### src/rtl/prio_encoder_q.sv
// prio_encoder_q: latches request pulses into a pending register and hands out
// one pending line index per valid/ready transfer, in fixed-priority or
// round-robin order.
//
// Parameters
//   N      number of request lines (2..64)
//   IDX_W  index width, ceil(log2(N))
//   RR     0 = fixed priority (highest index wins), 1 = round-robin
// Ports
//   clk        clock, all state on the rising edge
//   rst        synchronous reset, active-high
//   req_in     request pulses, one bit per line
//   out_idx    granted line index (meaningful while out_valid=1)
//   out_valid  out_idx holds an undelivered grant
//   out_ready  consumer accepts out_idx this cycle
//   pending    pending register, bit i = line i waiting for a grant
//   overflow   sticky: a request hit a line that was already pending
module prio_encoder_q #(
   parameter int unsigned N     = 8,
   parameter int unsigned IDX_W = 3,
   parameter int unsigned RR    = 0
) (
   input  logic             clk,
   input  logic             rst,
   input  logic [N-1:0]     req_in,
   output logic [IDX_W-1:0] out_idx,
   output logic             out_valid,
   input  logic             out_ready,
   output logic [N-1:0]     pending,
   output logic             overflow
);

   // Lowest set index of a vector (0 when empty).
   function automatic logic [IDX_W-1:0] f_lowest(input logic [N-1:0] v);
      f_lowest = '0;
      for (int i = N - 1; i >= 0; i--) begin
         if (v[i]) f_lowest = IDX_W'(i);
      end
   endfunction

   // Highest set index of a vector (0 when empty).
   function automatic logic [IDX_W-1:0] f_highest(input logic [N-1:0] v);
      f_highest = '0;
      for (int i = 0; i < N; i++) begin
         if (v[i]) f_highest = IDX_W'(i);
      end
   endfunction

   logic [N-1:0]     r_pending;
   logic [IDX_W-1:0] r_out_idx;
   logic             r_out_valid;
   logic             r_overflow;
   logic [IDX_W-1:0] r_rr_ptr;

   logic             w_free;
   logic             w_grant;
   logic [N-1:0]     w_above;
   logic [IDX_W-1:0] w_sel_fp;
   logic [IDX_W-1:0] w_sel_rr;
   logic [IDX_W-1:0] w_sel;
   logic [N-1:0]     w_clr;
   logic             w_ovf_hit;

   // Output slot is free when empty or being consumed this cycle.
   assign w_free  = !r_out_valid || out_ready;
   assign w_grant = w_free && (r_pending != '0);

   // Lines strictly above the round-robin pointer, searched first.
   always_comb begin
      w_above = '0;
      for (int i = 0; i < N; i++) begin
         w_above[i] = r_pending[i] && (IDX_W'(i) > r_rr_ptr);
      end
   end

   assign w_sel_fp = f_highest(r_pending);
   // Round-robin: first set bit above the pointer, else wrap to the lowest.
   assign w_sel_rr = (w_above != '0) ? f_lowest(w_above) : f_lowest(r_pending);
   assign w_sel    = (RR != 0) ? w_sel_rr : w_sel_fp;

   assign w_clr     = w_grant ? (N'(1) << w_sel) : '0;
   // A new request on a line that stays pending is lost.
   assign w_ovf_hit = |(req_in & r_pending & ~w_clr);

   // State update; requests are ORed in after the grant clear (set beats clear).
   always_ff @(posedge clk) begin
      if (rst) begin
         r_pending   <= '0;
         r_out_idx   <= '0;
         r_out_valid <= 1'b0;
         r_overflow  <= 1'b0;
         r_rr_ptr    <= IDX_W'(N - 1);
      end else begin
         r_pending <= (r_pending & ~w_clr) | req_in;
         if (w_ovf_hit) r_overflow <= 1'b1;
         if (w_free) begin
            r_out_valid <= w_grant;
            if (w_grant) begin
               r_out_idx <= w_sel;
               if (RR != 0) r_rr_ptr <= w_sel;
            end
         end
      end
   end

   assign out_idx   = r_out_idx;
   assign out_valid = r_out_valid;
   assign pending   = r_pending;
   assign overflow  = r_overflow;

endmodule

### config.mk
export PLATFORM = sky130hd
export DESIGN_NAME = prio_encoder_q
export DESIGN_NICKNAME = d
export VERILOG_FILES = /design/src/rtl/prio_encoder_q.sv
export SDC_FILE = /design/constraint.sdc
export NUM_CORES = 1
export LEC_CHECK = 0
export ABC_AREA = 1
export CAP_MARGIN = 20
export CELL_PAD_IN_SITES_DETAIL_PLACEMENT = 0
export CELL_PAD_IN_SITES_GLOBAL_PLACEMENT = 1
export CORE_ASPECT_RATIO = 1.5
export CORE_MARGIN = 2
export CORE_UTILIZATION = 31
export CTS_CLUSTER_SIZE = 12
export DETAILED_ROUTE_END_ITERATION = 12
export PLACE_DENSITY = 0.91
export SYNTH_ARGS = -nofsm -noshare
export SYNTH_HDL_FRONTEND = slang
export SYNTH_SLANG_ARGS = --single-unit
### constraint.sdc
create_clock -name clk -period 2.1 [get_ports clk]
set_clock_uncertainty 0.05 [all_clocks]
set_input_delay 0.21 -clock clk [delete_from_list [all_inputs] [get_ports clk]]
set_output_delay 0.21 -clock clk [all_outputs]
set_load 0.02 [all_outputs]
* Word-level counts from Yosys, hierarchy flattened
Index checks and enable logic that the tools add are counted.
** Operators by class
- Reduce and logical (&&, ||, !) cells :: 6
- Muxes and demuxes :: 8
- Bitwise gates (word level) :: 5
- Shift-type cells :: 1
** Operator list (count)
- $and 8x8->8 :: 3
- $mux 3 :: 6
- $mux 8 :: 1
- $not 8->8 :: 1
- $or 8x8->8 :: 1
- $reduce_bool 8->1 :: 1
- $reduce_or 8->1 :: 1
- $shl 1x3->8 const A :: 1
- $reduce_and 2->1 :: 1
- $logic_and 1x1->1 :: 1
- $logic_not 1->1 :: 1
- $logic_or 1x1->1 :: 1
- $mux 1 :: 1
** Storage, ports and cells
- Output and inout port bits :: 13
- Register bits :: 13

* Depth between registers and ports, before layout
Gate-level depths: netlist of the first run.
- Word-level depth :: 12
- Gate-level depth with buffers :: 12

* Worst setup path before layout of the first run
Ideal clock, no wire load.
- Path kind :: register to register
- Start point :: register r_pending[5], in the netlist pending[5]
- End point :: register r_overflow, in the netlist overflow
- Slack :: 0.687 ns
- Period minus slack after synthesis :: 1.413 ns
- Path buffers :: 0
- Arrival time :: 1.235 ns
- Cell stages (with the launch flop) :: 10
- Setup time :: 0.128 ns
- Required time :: 1.922 ns
- Cell sequence :: dfxtp_1 inv_1 nand2_2 o211ai_2 nor2_1 nor2_1 nor2_1 nand3_1 nor2_1 nor2_1
** Between the ends
- Cells in the longest elaborated chain, start to end :: 8
** Ends and longest elaborated chain
- start: declaration :: line 49 : logic [N-1:0] r_pending;
- start signal: assignment :: line 94 : r_pending <= (r_pending & ~w_clr) | req_in;
- $mux 3 (3 in series) :: line 45 : if (v[i]) f_highest = IDX_W'(i);
- $shl 1x3->8 :: line 81 : assign w_clr = w_grant ? (N'(1) << w_sel) : '0;
- $mux 8 :: line 81
- $not 8->8 :: line 83 : assign w_ovf_hit = |(req_in & r_pending & ~w_clr);
- $and 8x8->8 (*) :: line 83
- $reduce_or 8->1 (*) :: line 83
- end signal: assignment :: line 91 : r_overflow <= 1'b0;
- end signal: assignment :: line 95 : if (w_ovf_hit) r_overflow <= 1'b1;
- end: declaration :: line 52 : logic r_overflow;
Mark *: on every way between the ends. The rest lies on a longest branch, timed or not.
A chain may end at the register's enable or synchronous reset.

* Final worst setup path of the first run
- Start point :: register r_pending[7], in the netlist pending[7]
- End point :: output pending[7]
** RTL lines
- end: declaration :: line 29 : output logic [N-1:0] pending,
No word-level cell between the ends.

==> results.py, run 1 <==
metrics = {
    "critical_path": {
        "slowest_stage": "clkdlybuf4s50_1",
        "r2r_end": "overflow",
        "critPathLaunch": "pending[7]",
        "r2r_cells": 11,
        "crit_chain": "clkdlybuf4s50_1",
        "cp_data_arrival_time_ns": 1.37,
        "path_delay_family": "buffers and inverters",
        "startpoint_type": "flip-flop",
        "cpPeakStageDelay_ns": 0.64,
        "path_max_fanout": 5,
        "r2r_start": "pending[2]",
        "crit_type": "flip-flop to primary output",
        "crit_buf_inv": 1,
        "cp-end-kind": "primary output",
        "required_ns": 1.84,
        "regToRegSetupSlack_ns": 0.66,
    },
    "min_path": {
        "min_path_type": "flip-flop to flip-flop",
        "hp-start": "out_idx[2]",
        "hold_path_end": "out_idx[2]",
        "hold_depth": 2,
    },
    "placement": {
        "place_area_um2": 947,
        "port_buffers": 23,
        "detailed_place_hpwl_um": 1300,
        "routabilityCongestion": 0.844,
    },
    "power": {
        "comb_power_share_pct": 29.3,
        "power_density_nw_per_um2": 652,
        "p_switching_w": 0.000208,
        "power_frac_clock_pct": 25.3,
        "p_leak_nw": 0.465,
        "netSwitchingFraction_pct": 32.8,
        "p_int_w": 0.000427,
        "p_seq_share_pct": 45.4,
        "ir_worst_vdd_v": 0.000336,
    },
    "sta": {
        "worstMarginPinSlew_ns": 0.467,
        "slew_headroom_pct": 68.8,
        "fmaxAchievable_ghz": 0.613,
        "rsz0062_at_grt": "false",
        "period_minus_slack_ns": 1.63,
        "finalSetupViolCount": 0,
        "maxSlewViolCount": 0,
        "fin_tns_setup_ns": 0,
        "hold_viol_final": 0,
        "period_share_pct": 77.6,
    },
    "final_layout": {
        "layout-drive-gt1-share_pct": 10.6,
        "num-fill-cells": 224,
        "syn2layout_area_growth_pct": 40.7,
        "num_antenna_cells": 0,
        "design_area_um2": 973,
        "final_common_cell": "clkdlybuf4s50_1",
        "mostFrequentLayoutCells": "clkdlybuf4s50_1 (23), nand2_1 (21), inv_1 (18), nor2_1 (16)",
        "fin_util_pct": 44.6,
        "fin_nets": 144,
    },
    "cts": {
        "numCtsBuffers": 3,
        "clk_latency_ns": 0.28,
        "cts_resized": 0,
        "tritoncts": "built",
        "cts_hold_buf": 0,
        "root_buffer": "clkbuf_4",
        "h-tree-depth": 1,
        "clk_pin_slew_ns": 0.08,
        "clock_sinks": 13,
        "clockBufferDepth": 2,
        "post_cts.repair.setup_buffers": 0,
    },
    "logic_synthesis": {
        "synth.net_count": 117,
        "ys_types": 15,
        "synth_area_per_cell_um2": 6.53,
        "ys_seq_area_share_pct": 37.6,
        "syn_inst": 106,
        "synth_area_um2": 692,
        "ys_seq_elements": 13,
        "ys_warn_count": 0,
    },
    "routing": {
        "drc": 0,
        "vias": 717,
        "drt_iter0_markers": 14,
        "first_pass_iters": 4,
        "routed_wl_um": 1660,
        "wl_per_cell_um": 10.7,
        "drtAntennaViolNets": 0,
        "routed_via_density": 4.63,
    },
    "die": {
        "dieWidth_um": 42.6,
        "start_util_pct": 31.7,
        "rows": 21,
        "coreArea_um2": 2180,
        "io_pins": 24,
        "die_area_um2": 2630,
        "dieHeight_um": 61.9,
    },
    "grt": {
        "overflow": 0,
        "antenna_found_initial": 0,
        "grt_max_degree": 13,
        "grt_usage_pct": 13.6,
        "grt_pass1_vias": 666,
        "grt_pass1_wl_um": 2700,
    },
    "run": {
        "cap_violations": 0,
    },
    "run_status": {
        "status": "finished, final reports clean",
    },
}
==> sequential cells by signal (all words and copies together), names as in the netlist <==
register / count
pending: 8
out_idx: 3
out_valid: 1
overflow: 1
==> routing by layer <==
layer / up-vias / wire (um) / global-route usage, %
met1: 314 / 722 / 16.2
met3: 6 / 60 / 1.73
met2: 18 / 829 / 23.5
li1: 379 / - / -
met4: 0 / 44 / 8.04
met5: - / 0 / 0
==> worst min-delay path: cells and delay by family, from the launching register on <==
kind,cells,cell delay [ns]
flip-flops,1,0.32
AND/OR/NAND/NOR,1,0.06
AO/OA/AOI/OAI,1,0.05
==> stage by stage <==
stage / hold WS (ns) / setup slack (ns) / instances / power, W
final: 0.422 / 0.470 / 155 / 0.000635
after global routing: 0.456 / 0.418 / 155 / 0.000675
after CTS: 0.430 / 0.451 / 155 / 0.000644
after detailed placement: 0.411 / 0.309 / 151 / 0.000481
after global placement: 0.411 / 0.326 / 151 / 0.000480
after floorplan: 0.229 / 0.687 / 106 / 0.000400
==> synthesized netlist by cell type, drive strengths merged <==
master  number  area (um^2)
inv         20         75.1
clkbuf       1         3.75
o21bai       2         15.0
o21ai        4         20.0
o211ai       1         12.5
nand3        6         30.0
dfxtp       13          260
a21oi       13         65.1
nand2       24         97.6
nor2        21          106
nand4        1         6.26
==> worst max path at each step <==
stage               depth (start not counted)    endpoint  slack, ns
floorplan                                   9    overflow       0.69
global placement                           12    overflow       0.33
detailed placement                         12    overflow       0.31
CTS                                         1  pending[7]       0.45
global route                                1  pending[7]       0.42
finish                                      1  pending[7]       0.47
==> layout make-up <==
class,count,area [um^2],area share [%]
Sequential cell,13,260,26.7
Tap cell,23,28.8,2.96
Multi-Input combinational cell,72,353,36.2
Inverter,20,75.1,7.71
Timing Repair Buffer,23,230,23.7
Clock buffer,4,26.3,2.70
==> power groups by stage <==
stage                     clock network (W)  registers, W  logic [W]
final                              0.000161      0.000288   0.000186
after global routing               0.000175      0.000292   0.000207
after CTS                          0.000167      0.000289   0.000188
after detailed placement                  0      0.000295   0.000186
after global placement                    0      0.000294   0.000186
after floorplan                           0      0.000317  0.0000834
==> cells by family (layout without fill, tap and decap cells) <==
logic type,count (synthesis),count (layout),share of synthesized area [%]
simple gates,52,52,34.7
flops,13,13,37.6
buf+inv,21,47,11.4
compound gates,20,20,16.3
Power figures use the tool's default switching activity.
==> run 2, diff against run 1 <==
Settings changed: CORE_UTILIZATION 31 to 26, PLACE_DENSITY 0.91 to 0.82.
Clock period 2.1 ns to 1.4 ns, I/O delays scaled along.
==> results.py, run 2 (synthesis results as in run 1) <==
metrics = {
    "cts": {
        "tritoncts": "built",
        "numCtsBuffers": 3,
        "cts_hold_buf": 0,
        "clock_sinks": 13,
        "root_buffer": "clkbuf_4",
        "clockBufferDepth": 2,
        "clk_latency_ns": 0.28,
        "clk_pin_slew_ns": 0.09,
        "h-tree-depth": 1,
    },
    "final_layout": {
        "num_antenna_cells": 0,
        "regArea_um2": 273,
        "num-fill-cells": 276,
        "largest_reg_flops": 8,
        "syn2layout_area_growth_pct": 68.2,
        "layout-drive-gt1-share_pct": 36.4,
        "fin_nets": 163,
        "multi_input_area_um2": 397,
        "mostFrequentLayoutCells": "buf_4 (18), nand2_1 (16), inv_1 (15), dlygate4sd2_1 (13), nor2_1 (12)",
        "final_common_cell": "buf_4",
    },
    "critical_path": {
        "r2r_end": "overflow",
        "required_ns": 1.53,
        "slowest_stage": "dfxtp_2",
        "cpMostUsedCell": "nor2_1",
        "cp.depth": 8,
        "crit_chain": "nor2_2 -> inv_1 -> a21oi_2 -> nand3_2 -> o21bai_1 -> nand3_1 -> nor2_1 -> nor2_1",
        "cpPeakStageDelay_ns": 0.34,
        "critPathCapture": "overflow",
        "regToRegSetupSlack_ns": 0.02,
        "critPathLaunch": "pending[2]",
        "crit_buf_inv": 1,
        "cp_data_arrival_time_ns": 1.51,
        "r2r_cells": 8,
        "path_delay_family": "simple AND/OR/NAND/NOR gates",
        "cp-end-kind": "flip-flop",
        "path_max_fanout": 3,
        "crit_type": "flip-flop to flip-flop",
        "startpoint_type": "flip-flop",
        "r2r_start": "pending[2]",
    },
    "die": {
        "io_pins": 24,
        "start_util_pct": 27.9,
        "dieWidth_um": 46.1,
        "rows": 22,
        "coreArea_um2": 2480,
        "die_area_um2": 3100,
        "dieHeight_um": 67.2,
    },
    "power": {
        "ir_worst_vdd_v": 0.000475,
        "power_density_nw_per_um2": 879,
        "p_leak_nw": 0.595,
    },
    "sta": {
        "worstMarginPinSlew_ns": 0.204,
        "rsz0062_at_grt": "true",
        "slew_headroom_pct": 86.4,
        "finalSetupViolCount": 0,
        "maxSlewViolCount": 0,
        "period_minus_slack_ns": 1.38,
        "period_share_pct": 98.9,
        "hold_viol_final": 0,
        "fin_hold_ws_ns": 0.387,
        "fmaxAchievable_ghz": 0.722,
        "setup_slack_ns": 0.0156,
    },
    "grt": {
        "grt_use_met3_pct": 3.21,
        "grt_pass1_wl_um": 2980,
        "overflow": 0,
        "grt_max_degree": 12,
        "grt_pass1_vias": 759,
        "grtUsageMet1_pct": 13.5,
        "grt.busiest_layer": "met2",
        "grt_usage_pct": 13.4,
        "antenna_found_initial": 0,
        "grt_util_met2_pct": 23.1,
    },
    "routing": {
        "drtAntennaViolNets": 0,
        "vias": 818,
        "first_pass_iters": 4,
        "wl_per_cell_um": 10.9,
        "drc": 0,
        "routed_via_density": 4.67,
        "routed_wl_um": 1900,
        "drt_iter0_markers": 4,
    },
    "placement": {
        "detailed_place_hpwl_um": 1420,
        "dp_slack_ns": -0.282,
        "routabilityCongestion": 0.785,
        "port_buffers": 23,
    },
    "run": {
        "cap_violations": 0,
    },
    "min_path": {
        "min_path_type": "input pin to flip-flop",
    },
    "run_status": {
        "status": "finished, final reports clean",
    },
}
run 2: tightest hold or removal path, cell delays in order:
cell and delay, ns:
clkdlybuf4s50_1 0.40, inv_1 0.07, a21oi_1 0.06
run 2: how the worst min path moves through the flow:
stage / start / endpoint / slack (ns) / cells after the start
CTS: req_in[6] / pending[6] / 0.39 / 3
global placement: out_idx[2] / out_idx[2] / 0.41 / 2
finish: req_in[7] / pending[7] / 0.39 / 3
detailed placement: out_idx[2] / out_idx[2] / 0.42 / 2
floorplan: rst / pending[6] / 0.16 / 1
global route: req_in[6] / pending[6] / 0.41 / 3
run 2: layout make-up:
type                       instances  area share (%)
multi-input combinational         72            34.1
clock buffer                       4            2.26
tap                               24            2.58
sequential                        13            23.4
inverter                          20            6.67
timing repair buffer              42            31.0
run 2: per-stage QoR:
stage	setup TNS, ns	std cells	utilization [%]	total power [W]	instance area, um^2
2_1_floorplan	0	106	-	0.000601	693
3_3_place_gp	-0.517	166	42.6	0.000766	1050
3_5_place_dp	-0.598	166	42.6	0.000767	1050
4_1_cts	0	170	43.1	0.000991	1070
5_1_grt	-0.126	175	47.0	0.00108	1160
6_report	0	175	47.0	0.00102	1160
run 2: routing by layer:
metal	wire length [um]	up-vias	part of all wire, %
li1	-	419	-
met1	743	372	39
met2	1010	18	53
met3	70	9	3.7
met4	71	0	3.7
met5	0	-	0
run 2: timing repair:
| item | CTS | global route |
|---|---|---|
| endpoints found under the setup margin | 14 | 6 |
| pin swaps | 0 | 16 |
| buffers inserted | 0 | 5 |
| resized for setup | 14 | 26 |
run 2: where the power goes:
part	total [W]	internal (W)	switching [W]
Clock	0.000243	0.000111	0.000132
Sequential	0.000429	0.000402	0.0000268
Combinational	0.000351	0.000165	0.000185
==> run 3, diff against run 2 <==
Settings changed: CTS_BUF_LIST from default to sky130_fd_sc_hd__clkbuf_16.
==> results.py, run 3 (synthesis results as in run 1) <==
metrics = {
    "cts": {
        "root_buffer": "clkbuf_16",
        "clk_pin_slew_ns": 0.05,
        "h-tree-depth": 1,
        "clock_sinks": 13,
        "clockBufferDepth": 2,
        "tritoncts": "built",
        "cts_hold_buf": 0,
        "numCtsBuffers": 3,
        "clk_latency_ns": 0.25,
    },
    "sta": {
        "rsz0062_at_grt": "true",
        "period_minus_slack_ns": 1.37,
        "period_share_pct": 98.0,
        "slew_headroom_pct": 85.3,
        "maxSlewViolCount": 0,
        "fmaxAchievable_ghz": 0.729,
        "finalSetupViolCount": 0,
        "hold_viol_final": 0,
        "worstMarginPinSlew_ns": 0.219,
        "setup_slack_ns": 0.0275,
    },
    "critical_path": {
        "crit_type": "flip-flop to primary output",
        "cp-end-kind": "primary output",
        "required_ns": 1.21,
        "r2r_end": "overflow",
        "crit_buf_inv": 1,
        "critPathLaunch": "overflow",
        "r2r_cells": 11,
        "cp_data_arrival_time_ns": 1.18,
        "cpPeakStageDelay_ns": 0.61,
        "path_delay_family": "buffers and inverters",
        "r2r_start": "pending[7]",
        "path_max_fanout": 2,
        "slowest_stage": "clkdlybuf4s50_1",
        "crit_chain": "clkdlybuf4s50_1",
        "startpoint_type": "flip-flop",
        "regToRegSetupSlack_ns": 0.06,
    },
    "placement": {
        "detailed_place_hpwl_um": 1420,
        "port_buffers": 23,
        "dp_slack_ns": -0.282,
        "routabilityCongestion": 0.785,
        "dp_cells": 166,
    },
    "die": {
        "io_pins": 24,
        "start_util_pct": 27.9,
        "dieWidth_um": 46.1,
        "rows": 22,
        "die_area_um2": 3100,
        "dieHeight_um": 67.2,
        "coreArea_um2": 2480,
    },
    "grt": {
        "grt_max_degree": 12,
        "grt_pass1_vias": 757,
        "grt_pass1_wl_um": 3020,
        "grt_usage_pct": 14.1,
        "overflow": 0,
        "antenna_found_initial": 0,
    },
    "final_layout": {
        "syn2layout_area_growth_pct": 79.2,
        "layout-drive-gt1-share_pct": 36.8,
        "fin_nets": 164,
        "num_antenna_cells": 0,
        "mostFrequentLayoutCells": "buf_4 (19), nand2_1 (16), inv_1 (15), nor2_1 (12), clkdlybuf4s50_1 (12)",
        "largest_reg_flops": 8,
        "layout.cells.non_filler": 176,
        "final_common_cell": "buf_4",
    },
    "power": {
        "power_density_nw_per_um2": 1080,
        "p_leak_nw": 0.638,
        "ir_worst_vdd_v": 0.000667,
    },
    "routing": {
        "routed_via_density": 4.66,
        "first_pass_iters": 3,
        "wl_per_cell_um": 11.4,
        "drc": 0,
        "vias": 821,
        "drtAntennaViolNets": 0,
        "routed_wl_um": 2000,
        "drt_iter0_markers": 7,
    },
    "min_path": {
        "hold_path_end": "pending[7]",
        "min_path_type": "input pin to flip-flop",
        "hold_depth": 4,
        "hp-start": "out_ready",
    },
    "run_status": {
        "status": "finished, final reports clean",
    },
    "run": {
        "cap_violations": 0,
    },
}
==> run 3: cell count changes in the layout (fill, tap and decap cells not counted), moves of 2 or more <==
cell             delta
clkdlybuf4s50_1     +2
dlygate4sd2_1       -4
clkbuf_4            -3
clkbuf_16           +3
dlymetal6s2s_1      +2
==> run 3: worst max path at each step <==
stage	endpoint	slack (ns)	cells past startpoint
5_1_grt	overflow	-0.08	11
4_1_cts	overflow	0.009	8
2_1_floorplan	overflow	0.01	11
3_3_place_gp	overflow	-0.31	12
3_5_place_dp	overflow	-0.28	12
6_report	overflow	0.03	1
==> run 3: through the flow <==
stage | area (um^2) | hold slack [ns] | setup TNS [ns] | utilization, % | power, W
final | 1240 | 0.191 | 0 | 50.1 | 0.00134
after global routing | 1240 | 0.244 | -0.141 | 50.1 | 0.00140
after CTS | 1130 | 0.425 | 0 | 45.5 | 0.00131
after detailed placement | 1050 | 0.417 | -0.598 | 42.6 | 0.000767
after global placement | 1050 | 0.410 | -0.517 | 42.6 | 0.000766
after floorplan | 693 | 0.159 | 0 | - | 0.000601
==> run 3: routing by layer <==
metal	global-route usage [%]	routed length, um	vias to the layer above
li1	-	-	421
met1	13.8	790	377
met2	23.3	1060	16
met3	2.14	53	7
met4	14.6	94	0
met5	0	0	-
==> run 3: layout make-up <==
type	count	area, um^2
multi-input cells	72	404
flip-flops and latches	13	272
clock buffers	3	75.1
fillers	263	1240
clock inverters	1	3.75
inverters	20	77.6
repair buffers	43	378
well taps	24	30.0
==> run 3: power by group <==
part	internal (W)	switching, W
clock network	0.000377	0.000167
registers	0.000404	0.0000276
logic	0.000177	0.000189
==> run 3: repair_timing <==
| item | 4_1_cts | 5_1_grt |
|---|---|---|
| gates resized for setup | 11 | 28 |
| pin swaps | 0 | 16 |
| endpoints found under the hold margin | 0 | 0 |
| setup buffers | 0 | 6 |
| endpoints found under the setup margin | 10 | 6 |
